--- src/rtl/chan_reload_pkg.sv ---
// chan_reload_pkg: shared types and helpers for the PFB coefficient reload streamer.
//  - state_e   : reload FSM state encoding
//  - FFT_MIN/MAX : legal channel-count range (powers of two only)
//  - clog2     : constant-context ceil(log2)
//  - frame_len : fft_size -> words per reload frame (two 16-bit taps per word)
package chan_reload_pkg;

  typedef enum logic [1:0] {
    S_IDLE  = 2'd0,
    S_READ  = 2'd1,
    S_DRAIN = 2'd2
  } state_e;

  localparam int FFT_MIN = 8;
  localparam int FFT_MAX = 2048;

  function automatic int clog2(input int v);
    int r;
    r = 0;
    for (int i = 0; i < 31; i++)
      if ((1 << i) < v) r = i + 1;
    return r;
  endfunction

  // Anything that is not a power of two in [FFT_MIN, FFT_MAX] loads the largest bank.
  function automatic int frame_len(input logic [11:0] fft, input int taps);
    int eff;
    eff = int'(fft);
    if (eff < FFT_MIN || eff > FFT_MAX || (eff & (eff - 1)) != 0) eff = FFT_MAX;
    return (eff * taps) / 2;
  endfunction

endpackage

--- src/rtl/chan_reload_fifo.sv ---
// chan_reload_fifo: synchronous first-word-fall-through FIFO.
//  clk, aresetn      : clock, async active-low reset (empties the FIFO)
//  wr_en_i/wr_data_i : push (ignored when full)
//  rd_en_i           : pop the head word (ignored when empty)
//  rd_data_o         : head word, forced to zero while empty
//  empty_o, count_o  : occupancy status
module chan_reload_fifo
  import chan_reload_pkg::*;
#(
  parameter int WIDTH = 33,
  parameter int DEPTH = 8
) (
  input  logic                       clk,
  input  logic                       aresetn,
  input  logic                       wr_en_i,
  input  logic [WIDTH-1:0]           wr_data_i,
  input  logic                       rd_en_i,
  output logic [WIDTH-1:0]           rd_data_o,
  output logic                       empty_o,
  output logic [clog2(DEPTH):0]      count_o
);
  localparam int AW = clog2(DEPTH);

  logic [WIDTH-1:0] mem_q [DEPTH];
  logic [AW-1:0]    wr_ptr_q, rd_ptr_q;
  logic [AW:0]      count_q;
  logic             push, pop, full;

  assign empty_o   = (count_q == '0);
  assign full      = (count_q == (AW+1)'(DEPTH));
  assign push      = wr_en_i & ~full;
  assign pop       = rd_en_i & ~empty_o;
  assign count_o   = count_q;
  assign rd_data_o = empty_o ? '0 : mem_q[rd_ptr_q];

  always_ff @(posedge clk) begin
    if (push) mem_q[wr_ptr_q] <= wr_data_i;
  end

  always_ff @(posedge clk or negedge aresetn) begin
    if (!aresetn) begin
      wr_ptr_q <= '0;
      rd_ptr_q <= '0;
      count_q  <= '0;
    end else begin
      if (push) wr_ptr_q <= wr_ptr_q + 1'b1;
      if (pop)  rd_ptr_q <= rd_ptr_q + 1'b1;
      count_q <= count_q + (AW+1)'(push) - (AW+1)'(pop);
    end
  end

endmodule

--- src/rtl/chan_reload_streamer.sv ---
// chan_reload_streamer: reads the PFB taps for the current fft_size out of the
// coefficient RAM and streams them as one AXIS frame (tlast on the final word).
//  clk, aresetn            : clock, async active-low reset
//  start, fft_size         : load request; fft_size != 0 updates the stored size
//  busy, done              : frame active/pending; 1-cycle pulse at frame end
//  coef_rd_en/addr/data    : coefficient RAM read port, data RD_LATENCY cycles after en
//  m_axis_reload_*         : AXIS master, tdata = {coef[2k+1], coef[2k]}
// Build option CHAN_RELOAD_AUTO_EN: a change of the stored fft_size requests a
// reload by itself (merged with any start in the same cycle).
module chan_reload_streamer
  import chan_reload_pkg::*;
#(
  parameter int TAPS_PER_PHASE = 32,
  parameter int RD_LATENCY     = 2,
  parameter int FIFO_DEPTH     = 8,
  parameter int ADDR_WIDTH     = 15
) (
  input  logic                  clk,
  input  logic                  aresetn,
  input  logic                  start,
  input  logic [11:0]           fft_size,
  output logic                  busy,
  output logic                  done,
  output logic                  coef_rd_en,
  output logic [ADDR_WIDTH-1:0] coef_rd_addr,
  input  logic [31:0]           coef_rd_data,
  output logic                  m_axis_reload_tvalid,
  output logic [31:0]           m_axis_reload_tdata,
  output logic                  m_axis_reload_tlast,
  input  logic                  m_axis_reload_tready
);
  localparam int CW = clog2(FIFO_DEPTH) + 1;
  localparam int NW = ADDR_WIDTH + 1;

  state_e                state_q;
  logic                  pending_q, done_q;
  logic [NW-1:0]         addr_q, nm1_q, frame_nm1;
  logic [11:0]           fft_size_s_q;
  logic [CW-1:0]         in_flight_q, fifo_count;
  logic [CW:0]           occ;
  logic [RD_LATENCY-1:0] vld_pipe_q, last_pipe_q;
  logic                  take, issue, last_issue, ret, fifo_empty, finish;
  logic [32:0]           fifo_rd;

  always_ff @(posedge clk or negedge aresetn) begin
    if (!aresetn)             fft_size_s_q <= 12'd128;
    else if (fft_size != '0)  fft_size_s_q <= fft_size;
  end

`ifdef CHAN_RELOAD_AUTO_EN
  logic [11:0] fft_size_p_q;
  always_ff @(posedge clk or negedge aresetn) begin
    if (!aresetn) fft_size_p_q <= 12'd128;
    else          fft_size_p_q <= fft_size_s_q;
  end
  assign take = start | (fft_size_s_q != fft_size_p_q);
`else
  assign take = start;
`endif

  assign frame_nm1  = NW'(frame_len(fft_size_s_q, TAPS_PER_PHASE) - 1);
  // Reads in flight plus FIFO words never exceed the FIFO, so returns always fit.
  assign occ        = {1'b0, in_flight_q} + {1'b0, fifo_count};
  assign issue      = (state_q == S_READ) && (occ < (CW+1)'(FIFO_DEPTH));
  assign last_issue = (addr_q == nm1_q);
  assign ret        = vld_pipe_q[RD_LATENCY-1];
  assign finish     = fifo_empty && (in_flight_q == '0);

  assign coef_rd_en   = issue;
  assign coef_rd_addr = addr_q[ADDR_WIDTH-1:0];
  assign busy         = (state_q != S_IDLE) | pending_q;
  assign done         = done_q;

  // Read-return tracking: flags travel with each read for exactly RD_LATENCY cycles.
  always_ff @(posedge clk or negedge aresetn) begin
    if (!aresetn) begin
      vld_pipe_q  <= '0;
      last_pipe_q <= '0;
      in_flight_q <= '0;
    end else begin
      vld_pipe_q[0]  <= issue;
      last_pipe_q[0] <= issue & last_issue;
      for (int k = 1; k < RD_LATENCY; k++) begin
        vld_pipe_q[k]  <= vld_pipe_q[k-1];
        last_pipe_q[k] <= last_pipe_q[k-1];
      end
      in_flight_q <= in_flight_q + CW'(issue) - CW'(ret);
    end
  end

  always_ff @(posedge clk or negedge aresetn) begin
    if (!aresetn) begin
      state_q   <= S_IDLE;
      pending_q <= 1'b0;
      done_q    <= 1'b0;
      addr_q    <= '0;
      nm1_q     <= '0;
    end else begin
      done_q <= 1'b0;
      unique case (state_q)
        S_IDLE: begin
          if (take | pending_q) begin
            state_q   <= S_READ;
            pending_q <= 1'b0;
            addr_q    <= '0;
            nm1_q     <= frame_nm1;
          end
        end
        S_READ: begin
          pending_q <= pending_q | take;
          if (issue) begin
            addr_q <= addr_q + 1'b1;
            if (last_issue) state_q <= S_DRAIN;
          end
        end
        S_DRAIN: begin
          // Empty FIFO with nothing in flight means the tlast word was accepted.
          if (finish) begin
            done_q <= 1'b1;
            if (pending_q | take) begin
              state_q   <= S_READ;
              pending_q <= 1'b0;
              addr_q    <= '0;
              nm1_q     <= frame_nm1;
            end else begin
              state_q <= S_IDLE;
            end
          end else begin
            pending_q <= pending_q | take;
          end
        end
        default: state_q <= S_IDLE;
      endcase
    end
  end

  chan_reload_fifo #(.WIDTH(33), .DEPTH(FIFO_DEPTH)) u_fifo (
    .clk       (clk),
    .aresetn   (aresetn),
    .wr_en_i   (ret),
    .wr_data_i ({last_pipe_q[RD_LATENCY-1], coef_rd_data}),
    .rd_en_i   (m_axis_reload_tready),
    .rd_data_o (fifo_rd),
    .empty_o   (fifo_empty),
    .count_o   (fifo_count)
  );

  assign m_axis_reload_tvalid = ~fifo_empty;
  assign m_axis_reload_tdata  = fifo_rd[31:0];
  assign m_axis_reload_tlast  = fifo_rd[32];

endmodule

--- config.mk ---
export PLATFORM = sky130hd
export DESIGN_NAME = chan_reload_streamer
export DESIGN_NICKNAME = d
export VERILOG_FILES = /design/src/rtl/chan_reload_pkg.sv /design/src/rtl/chan_reload_fifo.sv /design/src/rtl/chan_reload_streamer.sv
export SDC_FILE = /design/constraint.sdc
export NUM_CORES = 1
export LEC_CHECK = 0
export ABC_AREA = 1
export CORE_MARGIN = 2
export CORE_UTILIZATION = 45
export DETAILED_ROUTE_END_ITERATION = 6
export GPL_TIMING_DRIVEN = 0
export PLACE_DENSITY = 0.63
export SETUP_SLACK_MARGIN = 0.4
export SYNTH_ARGS = -nofsm -noshare
export SYNTH_HDL_FRONTEND = slang
export SYNTH_SLANG_ARGS = --single-unit
--- constraint.sdc ---
create_clock -name clk -period 4.6 [get_ports clk]
set_clock_uncertainty 0.15 [all_clocks]
set_input_delay 0.69 -clock clk [delete_from_list [all_inputs] [get_ports clk]]
set_output_delay 0.69 -clock clk [all_outputs]
set_load 0.02 [all_outputs]
==> flow_summary.yaml <==
timing:
  fin_crit_sh: 0.885
  maxSlewViolCount: 0
  fmax_ghz: 0.246
  finalWorstSetupSlack_ns: 0.527
  timing.final.crit_period_ns: 4.07
  worst_slew_pin_slew_ns: 0.843
  finalSetupTns_ns: 0
  rsz0062_at_grt: "no"
  holdWs_ns: 0.137
  slew_headroom: 0.438
  final-hold-violation-count: 0
  finalSetupViolations: 0
floorplanning:
  rows: 64
  placeableCoreArea_mm2: 0.0307
  pin_count: 100
  die_height_um: 180
  die_w_um: 180
  dieArea_mm2: 0.0326
  start_util: 0.457
pwr:
  switching_power_mw: 3.75
  switching_share: 0.370
  combPwrFrac: 0.394
  p_int_mw: 6.40
  ir_drop_v: 0.000271
  clockPowerShare: 0.254
  power.density_mw_per_mm2: 604
  finalPower_mw: 10.1
  p_seq_frac: 0.351
  leakage_nw: 5.96
worst_setup_path:
  cp-start-kind: "register"
  crit_type: "register to primary output"
  worstPathRequired_ns: 3.76
  crit_end: "m_axis_reload_tdata[29]"
  cp-end-kind: "primary output"
  reg2regPathDepth: 9
  crit_start: "u_fifo.count_o[2]$_DFF_PN0_"
  r2r_end: "u_fifo.mem_q[0][20]$_DFFE_PP_"
  cp.arrival_ns: 3.23
  rrSetupSlack_ns: 1.83
  crit_fanout: 10
  r2r_start: "u_fifo.count_o[2]$_DFF_PN0_"
clock_tree:
  cts_inserted_buffers: 35
  cts_tree: "done"
  clock_path_buffers: 3
  clockRootBuffer: "clkbuf_16"
  cts.sink_count: 327
  clkTransAtPathRegs_ns: 0.06
  htreeDepth: 2
  cts_setup_buffers: 0
  clk_latency_ns: 0.50
synth:
  syn_area_mm2: 0.0140
  synth_edf_count: 264
  postSynthAreaPerCell_um2: 11.3
  ys_seq_area_frac: 0.678
  ys_ff_latch: 327
  synth_cells: 1236
  yosysWarnings: 0
  async_flop_share: 0.193
  synth.distinct_cells: 44
  synthFlopType: "edfxtp_1"
drt:
  drtIter0Drc: 824
  vias: 9576
  first_pass_iters: 5
  wl_mm: 32.5
  wire_per_inst_um: 18.1
  ant_nets: 0
  drc_errors: 0
  avgViaCountPerCell: 5.32
final_layout:
  drive_gt1_frac: 0.0861
  mostFrequentLayoutCell: "edfxtp_1"
  layout_common_cells: "edfxtp_1, nor2_1, o21ai_0, clkdlybuf4s50_1, nand2_1"
  area_growth_pct: 19.8
  n_antenna_cell: 0
  layout.nets: 1453
  final_core_util: 0.548
run:
  cap_violations: 0
placed_design:
  hpwl_mm: 21.4
  io_buffers: 99
  place_congestion: 0.826
  pre_cts_slack_ns: 1.00
outcome:
  status: "complete, no violations"
global_route:
  grt-ovfl-total: 0
  antenna_found_initial: 0
  grt_pass1_vias: 9480
  grt_max_degree: 64
  grt_pass1_wl_mm: 52.1
  grtUsageTotal: 0.202
worst_hold_path:
  min_path_type: "input pin to async pin"
-- routing by layer --
metal  up-vias  global-route usage  part of all wire
li1       4627                   -                 -
met1      4649               0.275              0.44
met2       259               0.337              0.48
met3        41              0.0364             0.058
met4         0              0.0539             0.019
met5         -                   0                 0
-- synth_stat cells, types with 12 or more instances --
cell,instances,share of area
a31oi_1,34,0.015
buf_4,15,0.0080
clkbuf_1,47,0.013
dfrtp_1,62,0.11
edfxtp_1,264,0.57
ha_1,22,0.020
inv_1,81,0.022
nand2_1,90,0.024
nand3_1,32,0.011
nor2_1,248,0.066
nor3_1,12,0.0043
o21ai_0,181,0.065
o22ai_1,34,0.015
-- logic make-up after synthesis --
group | count (synthesis) | synth area share
AO/OA/AOI/OAI | 284 | 0.110
adder cells (fa/ha/maj) | 24 | 0.0225
AND/OR/NAND/NOR | 423 | 0.129
XOR/XNOR | 19 | 0.0119
flip-flops | 327 | 0.678
buffers and inverters | 158 | 0.0482
other | 1 | 0.000268
-- timing repair --
action / 4_1_cts / 5_1_grt
hold buffers: 0 / 0
gates resized for setup: 0 / 10
setup endpoints to repair: 0 / 19
-- critical path: stages (launching register included) --
cell,delay (ns)
dfrtp_1,0.34
inv_1,0.07
ha_1,0.19
nor3b_2,0.17
inv_1,0.27
clkbuf_1,0.52
o21ai_0,0.23
a31oi_1,0.28
clkdlybuf4s50_1,0.66
-- how the worst min path moves through the flow --
stage                                      to  slack, ns  cells past startpoint
2_1_floorplan        last_pipe_q[1]$_DFF_PN0_       0.18                      0
3_3_place_gp         last_pipe_q[1]$_DFF_PN0_       0.18                      0
3_5_place_dp         last_pipe_q[1]$_DFF_PN0_       0.19                      0
4_1_cts        u_fifo.rd_ptr_q[2]$_DFFE_PN0P_       0.17                      1
5_1_grt              last_pipe_q[1]$_DFF_PN0_       0.21                      0
6_report         fft_size_s_q[11]$_DFFE_PN0P_       0.14                      1
-- area by class of cell --
cell class / instances / area [um2]
flip-flops and latches: 327 / 9510
multi-input cells: 752 / 3900
plain buffers: 75 / 370
inverters: 83 / 312
well taps: 396 / 495
clock buffers: 45 / 913
clock inverters: 16 / 126
repair buffers: 107 / 1170
fillers: 2575 / 13900
-- per-stage QoR --
stage                     std cells  instance area (um2)
after floorplan                1237                14000
after global placement         1732                15500
after detailed placement       1740                15700
final                          1801                16800
after CTS                      1801                16800
after global routing           1801                16800
-- flip-flops by register name (all words and copies together), names as in the netlist --
name,count
addr_q,16
nm1_q,13
done,1
u_fifo.mem_q,264
u_fifo.rd_ptr_q,3
last_pipe_q,2
state_q,2
u_fifo.count_o,4
vld_pipe_q,2
u_fifo.wr_ptr_q,3
pending_q,1
in_flight_q,4
fft_size_s_q,12
-- power groups by stage --
stage | logic (mW) | registers [mW] | clock network [mW]
5_1_grt | 4.42 | 3.59 | 2.77
2_1_floorplan | 2.40 | 3.60 | 0
6_report | 4.00 | 3.57 | 2.58
3_3_place_gp | 3.91 | 3.63 | 0
3_5_place_dp | 4.01 | 3.62 | 0
4_1_cts | 4.03 | 3.57 | 2.63
Note: power is estimated with default switching activity, not from simulation.
